`src/rtl/req_encoder_32_5.sv`:
```
// rtl/req_encoder_32_5.sv - serial multi-hot to index encoder, lowest set bit first
module req_encoder_32_5 #(
    parameter int WIDTH = 32
) (
    input  logic                       clk,
    input  logic                       reset_n,
    input  logic                       load,
    input  logic [WIDTH-1:0]           req_vec,
    output logic                       in_ready,
    input  logic                       abort,
    output logic                       out_valid,
    output logic [$clog2(WIDTH)-1:0]   out_idx,
    input  logic                       out_ready,
    output logic [$clog2(WIDTH):0]     pending_cnt,
    output logic                       done
);

    localparam int IDX_W = $clog2(WIDTH);

    typedef enum logic {
        IDLE = 1'b0,
        BUSY = 1'b1
    } state_t;

    state_t             r_state;
    state_t             w_state_nxt;
    logic [WIDTH-1:0]   r_pending;
    logic [IDX_W:0]     r_cnt;
    logic               r_done;
    logic [WIDTH-1:0]   w_lsb;
    logic [WIDTH-1:0]   w_remain;
    logic [IDX_W-1:0]   w_idx;
    logic               w_xfer;
    logic               w_last;
    logic               w_load_nz;
    logic               w_load_z;

    function automatic logic [IDX_W:0] popcount(input logic [WIDTH-1:0] v);
        logic [IDX_W:0] c;
        c = '0;
        for (int i = 0; i < WIDTH; i++) begin
            c = c + (IDX_W+1)'(v[i]);
        end
        return c;
    endfunction

    // Two's-complement trick isolates the lowest set bit as a one-hot mask.
    assign w_lsb    = r_pending & (~r_pending + WIDTH'(1));
    assign w_remain = r_pending & ~w_lsb;

    always_comb begin
        w_idx = '0;
        for (int i = WIDTH - 1; i >= 0; i--) begin
            if (r_pending[i]) begin
                w_idx = IDX_W'(i);
            end
        end
    end

    always_comb begin
        w_state_nxt = r_state;
        in_ready    = 1'b0;
        out_valid   = 1'b0;
        out_idx     = '0;
        w_xfer      = 1'b0;
        w_last      = 1'b0;
        w_load_nz   = 1'b0;
        w_load_z    = 1'b0;
        case (r_state)
            IDLE: begin
                in_ready = 1'b1;
                if (load && !abort) begin
                    w_load_nz = (req_vec != '0);
                    w_load_z  = (req_vec == '0);
                    if (req_vec != '0) begin
                        w_state_nxt = BUSY;
                    end
                end
            end
            BUSY: begin
                out_valid = 1'b1;
                out_idx   = w_idx;
                w_xfer    = out_ready;
                w_last    = out_ready && (w_remain == '0);
                if (w_last) begin
                    w_state_nxt = IDLE;
                end
            end
            default: w_state_nxt = IDLE;
        endcase
        if (abort) begin
            w_state_nxt = IDLE;
        end
    end

    always_ff @(posedge clk or negedge reset_n) begin
        if (!reset_n) begin
            r_state <= IDLE;
        end else begin
            r_state <= w_state_nxt;
        end
    end

    // Abort wins over load and transfer, and never produces a done pulse.
    always_ff @(posedge clk or negedge reset_n) begin
        if (!reset_n) begin
            r_pending <= '0;
            r_cnt     <= '0;
            r_done    <= 1'b0;
        end else if (abort) begin
            r_pending <= '0;
            r_cnt     <= '0;
            r_done    <= 1'b0;
        end else begin
            r_done <= w_load_z || w_last;
            if (w_load_nz) begin
                r_pending <= req_vec;
                r_cnt     <= popcount(req_vec);
            end else if (w_xfer) begin
                r_pending <= w_remain;
                r_cnt     <= r_cnt - (IDX_W+1)'(1);
            end
        end
    end

    assign pending_cnt = r_cnt;
    assign done        = r_done;

endmodule

```
`config.mk`:
```
export PLATFORM = sky130hd
export DESIGN_NAME = req_encoder_32_5
export DESIGN_NICKNAME = d
export VERILOG_FILES = /design/src/rtl/req_encoder_32_5.sv
export SDC_FILE = /design/constraint.sdc
export NUM_CORES = 1
export LEC_CHECK = 0
export BUFFER_PORTS_ARGS = -buffer_cell sky130_fd_sc_hd__buf_4
export CAP_MARGIN = 0
export CORE_UTILIZATION = 40
export DETAILED_ROUTE_END_ITERATION = 8
export PLACE_DENSITY = 0.59
export SLEW_MARGIN = 20
export SYNTH_ARGS = -nofsm -noshare
export SYNTH_HDL_FRONTEND = slang
export SYNTH_SLANG_ARGS = --single-unit
```
`constraint.sdc`:
```
create_clock -name clk -period 7.65 [get_ports clk]
set_input_delay 1.1475 -clock clk [delete_from_list [all_inputs] [get_ports clk]]
set_output_delay 1.1475 -clock clk [all_outputs]
set_load 0.005 [all_outputs]
```
Yosys cells after proc, flatten, opt, wreduce, memory -nomap -nowiden
Cells that the tools add are included.
{"block": "word_totals", "ff_bits": 40, "elab_cells": 103, "input_bits": 37, "output_inout_bits": 14}
{"block": "op_classes", "n_bitwise": 5, "addsub": 33, "mux": 53, "reduce_logical": 8}
{"operator": "$mux W5", "n": 33}
{"operator": "$add A6 B1 Y6", "n": 26}
{"operator": "$mux W32", "n": 3}
{"operator": "$and A32 B32 Y32", "n": 2}
{"operator": "$logic_not A32 Y1", "n": 2}
{"operator": "$not A32 Y32", "n": 2}
{"operator": "$add A32 B1 Y32 const B", "n": 1}
{"operator": "$reduce_bool A32 Y1", "n": 1}
{"operator": "$mux W6", "n": 3}
{"operator": "$mux W1", "n": 13}
{"operator": "$add A5 B1 Y6", "n": 1}
{"operator": "$sub A6 B1 Y6 const B", "n": 1}
{"operator": "$add A4 B1 Y5", "n": 1}
{"operator": "$add A3 B1 Y4", "n": 1}
{"operator": "$add A2 B1 Y3", "n": 1}
{"operator": "$reduce_bool A3 Y1", "n": 1}
{"operator": "$add A1 B1 Y2", "n": 1}
{"operator": "$logic_and A1 B1 Y1", "n": 2}
{"operator": "$pmux W1 S2", "n": 1}
{"operator": "$logic_not A1 Y1", "n": 1}
{"operator": "$logic_or A1 B1 Y1", "n": 1}
{"operator": "$not A1 Y1", "n": 1}

Depth between registers and ports, before layout
Gate-level depths: netlist of the first run.
{"block": "depth", "word_depth": 33, "ltp_mapped": 16, "mapped_depth_nobuf": 16}

Worst setup path after synthesis of the first run
No wires, ideal clock.
{"block": "synth_timing", "path_type": "input port to flip-flop", "start": "input req_vec[17]", "end": "register r_cnt[4], in the netlist pending_cnt[4]", "slack_ns": 2.155, "t_arrival_ns": 5.401, "required_ns": 7.556, "stages": 16, "setup_time_ns": 0.094, "n_path_buf": 0, "cell_sequence": "fa_1 > inv_1 > fa_1 > inv_1 > fa_1 > inv_1 > fa_1 > fa_1 > fa_1 > inv_1 > ha_1 > fa_1 > a21o_1 > a21oi_1 > xor2_1 > a211oi_1"}
{"block": "synth_between", "elab_chain_cells": 17, "elab_cells_between_ends": 21, "classes_between": "add/sub: 15; mux: 4; reduce/logical: 2"}
{"item": "from (decl)", "line_no": "8", "text": "input logic [WIDTH-1:0] req_vec,"}
{"item": "$add A6 B1 Y6 (15 in a row)", "line_no": "42", "text": "c = c + (IDX_W+1)'(v[i]);"}
{"item": "$mux W6", "line_no": "116", "text": "if (w_load_nz) begin"}
{"item": "$mux W6", "line_no": "110", "text": "end else if (abort) begin"}
{"item": "to (signal assigned)", "line_no": "118", "text": "r_cnt <= popcount(req_vec);"}
{"item": "to (signal assigned)", "line_no": "121", "text": "r_cnt <= r_cnt - (IDX_W+1)'(1);"}
{"item": "to (decl)", "line_no": "28", "text": "logic [IDX_W:0] r_cnt;"}
Several ways; a longest one is shown, not always the timed one.
A chain may end at the register's enable or synchronous reset.

Worst setup path after layout of the first run
Ends and elaborated chain as after synthesis.

==> qor.csv, run 1 <==
metric,value,unit
CTS Buffer Depth,2,
yosys warns,0,
adder-cell share of the synthesized area,17.1,%
max_slew headroom,49.1,%
clock slew at reported path FFs,80,ps
P&R area growth vs syn,14.3,%
initial antenna violation count,0,
TritonCTS buffer count,5,
Post-synth EDFFs,0,
filler cell count,874,
crit path time final,5440,ps
highest-count cells in the layout ignoring fill and taps,"52 x buf_4, 47 x a21oi_1, 46 x nand2_1, 40 x dfrtp_1, 39 x inv_1",
"commonest non-fill, non-tap cell in the layout",buf_4,
Final Hold Viols,0,
Area after DPL,3910,um^2
# DRC,0,
nets@finish,515,
dominant synthesized flop cell,dfrtp_1,
Post-Synth Simple-Gate Area,22.9,%
Pleak,1.72,nW
"Avg Cell Area, Syn",8.50,um^2
DRT antenna net count,0,
crit path DAT,5650,ps
Placed Cells,543,
RD Place Congestion,0.865,
largest family of logic cells by synthesized area,simple AND/OR/NAND/NOR gates,
Seq. cell area,1000,um^2
hold slack,598,ps
Setup-failing EPs final,0,
Vias,3240,
CP Launch Type,input port,
Worst Path Required,7860,ps
xor/xnor cell area share of the yosys netlist,1.99,%
worst clock skew,7.74,ps
RSZ-0062 raised after global routing,no,
setup bufs post-CTS,0,
drt total wl,9.65,mm
worst-path fanout max,3,
diodes inserted,0,
Worst setup EP type,register,
PostCTS Resize Cnt,0,
input/output buffers,50,
post-synthesis sequential area ratio,28.5,%
DIE AREA,9170,um^2
Rows,33,
final std cells w/o fill,551,
total track usage,22.8,%
"Cell Area, Synth",3520,um^2
critical path class,in -> reg,
Skew-Pair Late Insertion Delay,290,ps
hpwl dp,7.52,mm
Starting Density,42.0,%
outcome,finished clean,
CTS HTree Levels,2,
async set-or-reset flop fraction in the synthesized netlist,100,%
hold_buf cts,0,
syn_nets,484,
first-pass GRT wire length,15.7,mm
DIE HEIGHT,95.8,um
largest net degree at the start of global routing,43,
Die X,95.8,um
pre-CTS WS,1900,ps
Achievable Freq,0.184,GHz
final worst-path cycle share,71.1,%
Synth Register Bits,40,
vias per cell,5.88,
Cell variety after synth,58,
"Slew Viols, Final",0,
Cells after Synth,414,
# IOs,51,
root buf cell,clkbuf_8,
grt ovf,0,
Slew @ Worst Pin,760,ps
CP Launch Point,req_vec[17],
post-synthesis mux area share,0,%
area occupied by multi-input gates,2240,um^2
peak ir drop on the vdd network,0.349,mV
core box area,8380,um^2
reg2reg start,r_pending[22],
drt first pass iters,4,
final setup TNS,0,ps
Compound-Gate Fraction of Synth Area,21.6,%
HP Class,reg -> reg,
DRT iter0 DRCs,200,
post-route cell area,4020,um^2
number of max-cap violations,0,
CTS tree,yes,
ratio of cells with drive above 1 in the final layout,16.4,%
clock sink total,40,
final setup margin,2210,ps
pwr/cell area,254,nW/um^2
Hold Startpoint,pending_cnt[5],
WL/cell,17.5,um
vias in the first global route,3060,
[registers in the layout, indices dropped and copies added, names as in the netlist]
register	flops
pending_cnt	6
done	1
r_pending	32
r_state	1
[layer usage]
metal	vias to the layer above	part of all wire (%)	global-route usage (%)
li1	1555	-	-
met1	1570	50	35.3
met2	100	43	33.3
met3	15	4.7	1.50
met4	0	2.3	8.08
met5	-	0	0
[worst max-delay path: stages]
cell and delay (ps):
buf_4 120, fa_1 540, inv_1 60, fa_1 490, inv_1 50, fa_1 470, inv_1 50, fa_1 450
fa_1 480, fa_1 490, inv_1 40, ha_1 200, fa_1 400, a21o_1 190, a21oi_1 160, xor2_1 80
a211oi_1 220
[cell usage after synthesis, types with 4 or more instances]
cell type  count  area share, %
a211oi_1       5            1.1
nor3_1        12            1.7
o21ai_0       14            2.0
or3_1          4           0.71
o211ai_1      15            3.2
nand4_1        6            1.1
xnor2_1        5            1.2
nand3_1       15            2.1
clkbuf_1      21            2.2
nor2_1        27            2.9
nand2b_1       4           0.71
fa_1          24             14
dfrtp_1       40             28
nand2_1       46            4.9
a2111oi_0      4            1.0
nor4_1        13            2.3
ha_1           9            3.2
inv_1         39            4.2
a21oi_1       47            6.7
o311ai_0       9            2.2
[stage by stage]
step	total power, W	utilization (%)
2_1_floorplan	0.000722	-
3_3_place_gp	0.000855	46.7
3_5_place_dp	0.000860	46.7
4_1_cts	0.00104	47.9
5_1_grt	0.00113	47.9
6_report	0.00102	47.9
[power breakdown]
part	switching, W	internal [W]
combinational	0.000302	0.000289
sequential	0.0000295	0.000229
clock	0.0000752	0.0000969
[final timing paths]
| kind | slack [ps] | cells past startpoint | endpoint |
|---|---|---|---|
| min | 600 | 3 | pending_cnt[5] |
| max reg2reg | 4840 | 7 | r_state |
| min in group asynchronous | 820 | 1 | pending_cnt[5] |
| max in group asynchronous | 6450 | 1 | r_pending[31] |
| max | 2210 | 17 | pending_cnt[4] |
| min reg2reg | 600 | 3 | pending_cnt[5] |
[logic make-up after synthesis]
| group | count (synthesis) |
|---|---|
| AOI/OAI and AO/OA | 116 |
| xor gates and xnor gates | 8 |
| adders and majority gates | 34 |
| buffers and inverters | 67 |
| DFF | 40 |
| and+or+nand+nor | 149 |
[area by class of cell]
cell class,count,area share (%)
Inverter,39,3.64
Tap cell,105,3.27
Sequential cell,40,24.9
Multi-Input combinational cell,307,55.8
Clock buffer,6,1.81
Clock inverter,2,0.872
Timing Repair Buffer,52,9.71
(Power assumes the default switching activity.)
==> run 2: changes to the inputs <==
--- a/config.mk
+++ b/config.mk
@@ -9,7 +9,7 @@
 export CAP_MARGIN = 0
 export CORE_UTILIZATION = 40
 export DETAILED_ROUTE_END_ITERATION = 8
-export PLACE_DENSITY = 0.59
+export PLACE_DENSITY = 0.61
 export SLEW_MARGIN = 20
 export SYNTH_ARGS = -nofsm -noshare
 export SYNTH_HDL_FRONTEND = slang
==> constraint.sdc (replaced) <==
create_clock -name clk -period 4.35 [get_ports clk]
set_input_delay 0.6525 -clock clk [delete_from_list [all_inputs] [get_ports clk]]
set_output_delay 0.6525 -clock clk [all_outputs]
set_load 0.005 [all_outputs]
==> run 2 against run 1 <==
The flow now finishes with violations (negative setup slack). Cell count grew 3.8%. Register-to-register slack lost 3300 ps. Clock-buffer cell count unchanged. Combinational power is 130% higher. Sequential power grew 76%. Worst setup slack got worse by 2600 ps. Critical path depth is the same. Die area did not move. Via count grew 1.5%. Routed wire length is 3.5% lower.
==> qor.csv, run 2 (synthesis results as in run 1) <==
metric,value,unit
outcome,"finished, violations left",
failing checks,negative setup slack,
vias in the first global route,3103,
grt ovf,0,
hpwl dp,7.35,mm
DIE HEIGHT,95.8,um
core box area,8380,um^2
drt total wl,9.32,mm
Int Pwr,0.00125,W
Slew @ Worst Pin,886,ps
CTS tree,yes,
max_slew headroom,40.6,%
P&R area growth vs syn,19.7,%
hold_buf cts,0,
clock sink total,40,
worst clock skew,6.45,ps
clock slew at reported path FFs,80,ps
final core utilization,50.2,%
worst-path fanout max,2,
Biggest register,r_pending,
max reg flops,32,
sequential power share,22.0,%
DIE AREA,9170,um^2
reg2reg start,r_pending[10],
TritonCTS buffer count,5,
"Slew Viols, Final",0,
peak ir drop on the vdd network,0.922,mV
CP Launch Type,input port,
final std cells w/o fill,572,
diodes inserted,0,
RD Place Congestion,0.872,
Pleak,1.83,nW
final setup margin,-417,ps
combinational power share,65.6,%
critical path class,in -> reg,
Vias,3289,
ratio of cells with drive above 1 in the final layout,22.5,%
R2R depth,7,
nets@finish,536,
Switching Share,39.5,%
WL/cell,16.3,um
crit path time final,4770,ps
Achievable Freq,0.210,GHz
Final Hold Viols,0,
Skew-Pair Late Insertion Delay,290,ps
Setup-failing EPs final,5,
Worst Path Required,4510,ps
Worst setup EP type,register,
RSZ-0062 raised after global routing,yes,
FF-to-FF End,r_state,
total track usage,22.2,%
Worst R2R Setup Slack,1530,ps
CTS Buffer Depth,2,
crit path DAT,4920,ps
pwr/cell area,491,nW/um^2
drt first pass iters,6,
Clk pwr share,12.5,%
Rows,33,
# DRC,0,
Placed Cells,563,
Starting Density,42.0,%
CP Launch Point,req_vec[17],
first-pass GRT wire length,15.6,mm
highest-count cells in the layout ignoring fill and taps,"71 x buf_4, 45 x nand2_1, 45 x a21oi_1, 40 x dfrtp_1, 36 x inv_1",
pre-CTS WS,-756,ps
DRT iter0 DRCs,190,
largest net degree at the start of global routing,43,
number of max-cap violations,0,
HP Class,in -> async,
input/output buffers,50,
# IOs,51,
hold slack,321,ps
CTS HTree Levels,2,
root buf cell,clkbuf_8,
final worst-path cycle share,110,%
initial antenna violation count,0,
vias per cell,5.75,
sw power,0.000816,W
DRT antenna net count,0,
"commonest non-fill, non-tap cell in the layout",buf_4,
Die X,95.8,um
[run 2: cell count changes in the layout (fill, tap and decap cells not counted), sizes merged]
cell | before | now
clkinv | 1 | 2
buf | 52 | 73
bufinv | 1 | 0
[run 2: power by group through the flow]
stage               Clock (W)  Combinational [W]  Sequential, W
floorplan                   0           0.000882       0.000440
global placement            0            0.00119       0.000458
detailed placement          0            0.00121       0.000459
CTS                  0.000263            0.00132       0.000452
global route         0.000278            0.00153       0.000459
finish               0.000257            0.00135       0.000454
[run 2: what timing repair did]
item,CTS,global route
setup endpoints to repair,5,5
endpoints found under the hold margin,0,0
cloned,0,0
pin swaps,9,2
buffers inserted,0,1
gates resized for setup,7,3
[run 2: routing by layer]
layer / global-route usage, % / up-vias / routed length (um)
met5: 0 / - / 0
met4: 6.09 / 0 / 147
met3: 2.13 / 8 / 377
met2: 33.9 / 102 / 4260
met1: 33.5 / 1583 / 4530
li1: - / 1596 / -
[run 2: final cells by class]
type | count | area (um^2)
Multi-Input combinational cell | 307 | 2280
Fill cell | 817 | 4170
Timing Repair Buffer | 73 | 559
Clock buffer | 6 | 82.6
Sequential cell | 40 | 1000
Inverter | 39 | 146
Clock inverter | 2 | 10.0
Tap cell | 105 | 131
[run 2: worst max path at each step]
stage	endpoint	slack (ps)	cells past startpoint
detailed placement	pending_cnt[4]	-760	17
global route	pending_cnt[4]	-520	17
finish	pending_cnt[4]	-420	17
global placement	pending_cnt[4]	-700	15
CTS	pending_cnt[4]	-430	17
floorplan	pending_cnt[4]	-500	16
[run 2: through the flow]
stage / power, W / instance area (um^2) / TNS (ps)
after global placement: 0.00165 / 4070 / -3050
final: 0.00207 / 4210 / -1310
after floorplan: 0.00132 / 3530 / -1590
after CTS: 0.00203 / 4200 / -1400
after detailed placement: 0.00167 / 4070 / -3360
after global routing: 0.00227 / 4210 / -1990
[run 2: worst max-delay path: stages]
cell and delay [ps]:
buf_8 100, fa_1 550, inv_2 40, fa_1 500
inv_1 50, fa_1 470, inv_1 50, fa_1 490
fa_1 420, fa_1 510, inv_2 50, ha_4 160
fa_2 360, a21o_1 170, a21oi_2 120, xor2_1 150
a211oi_1 80
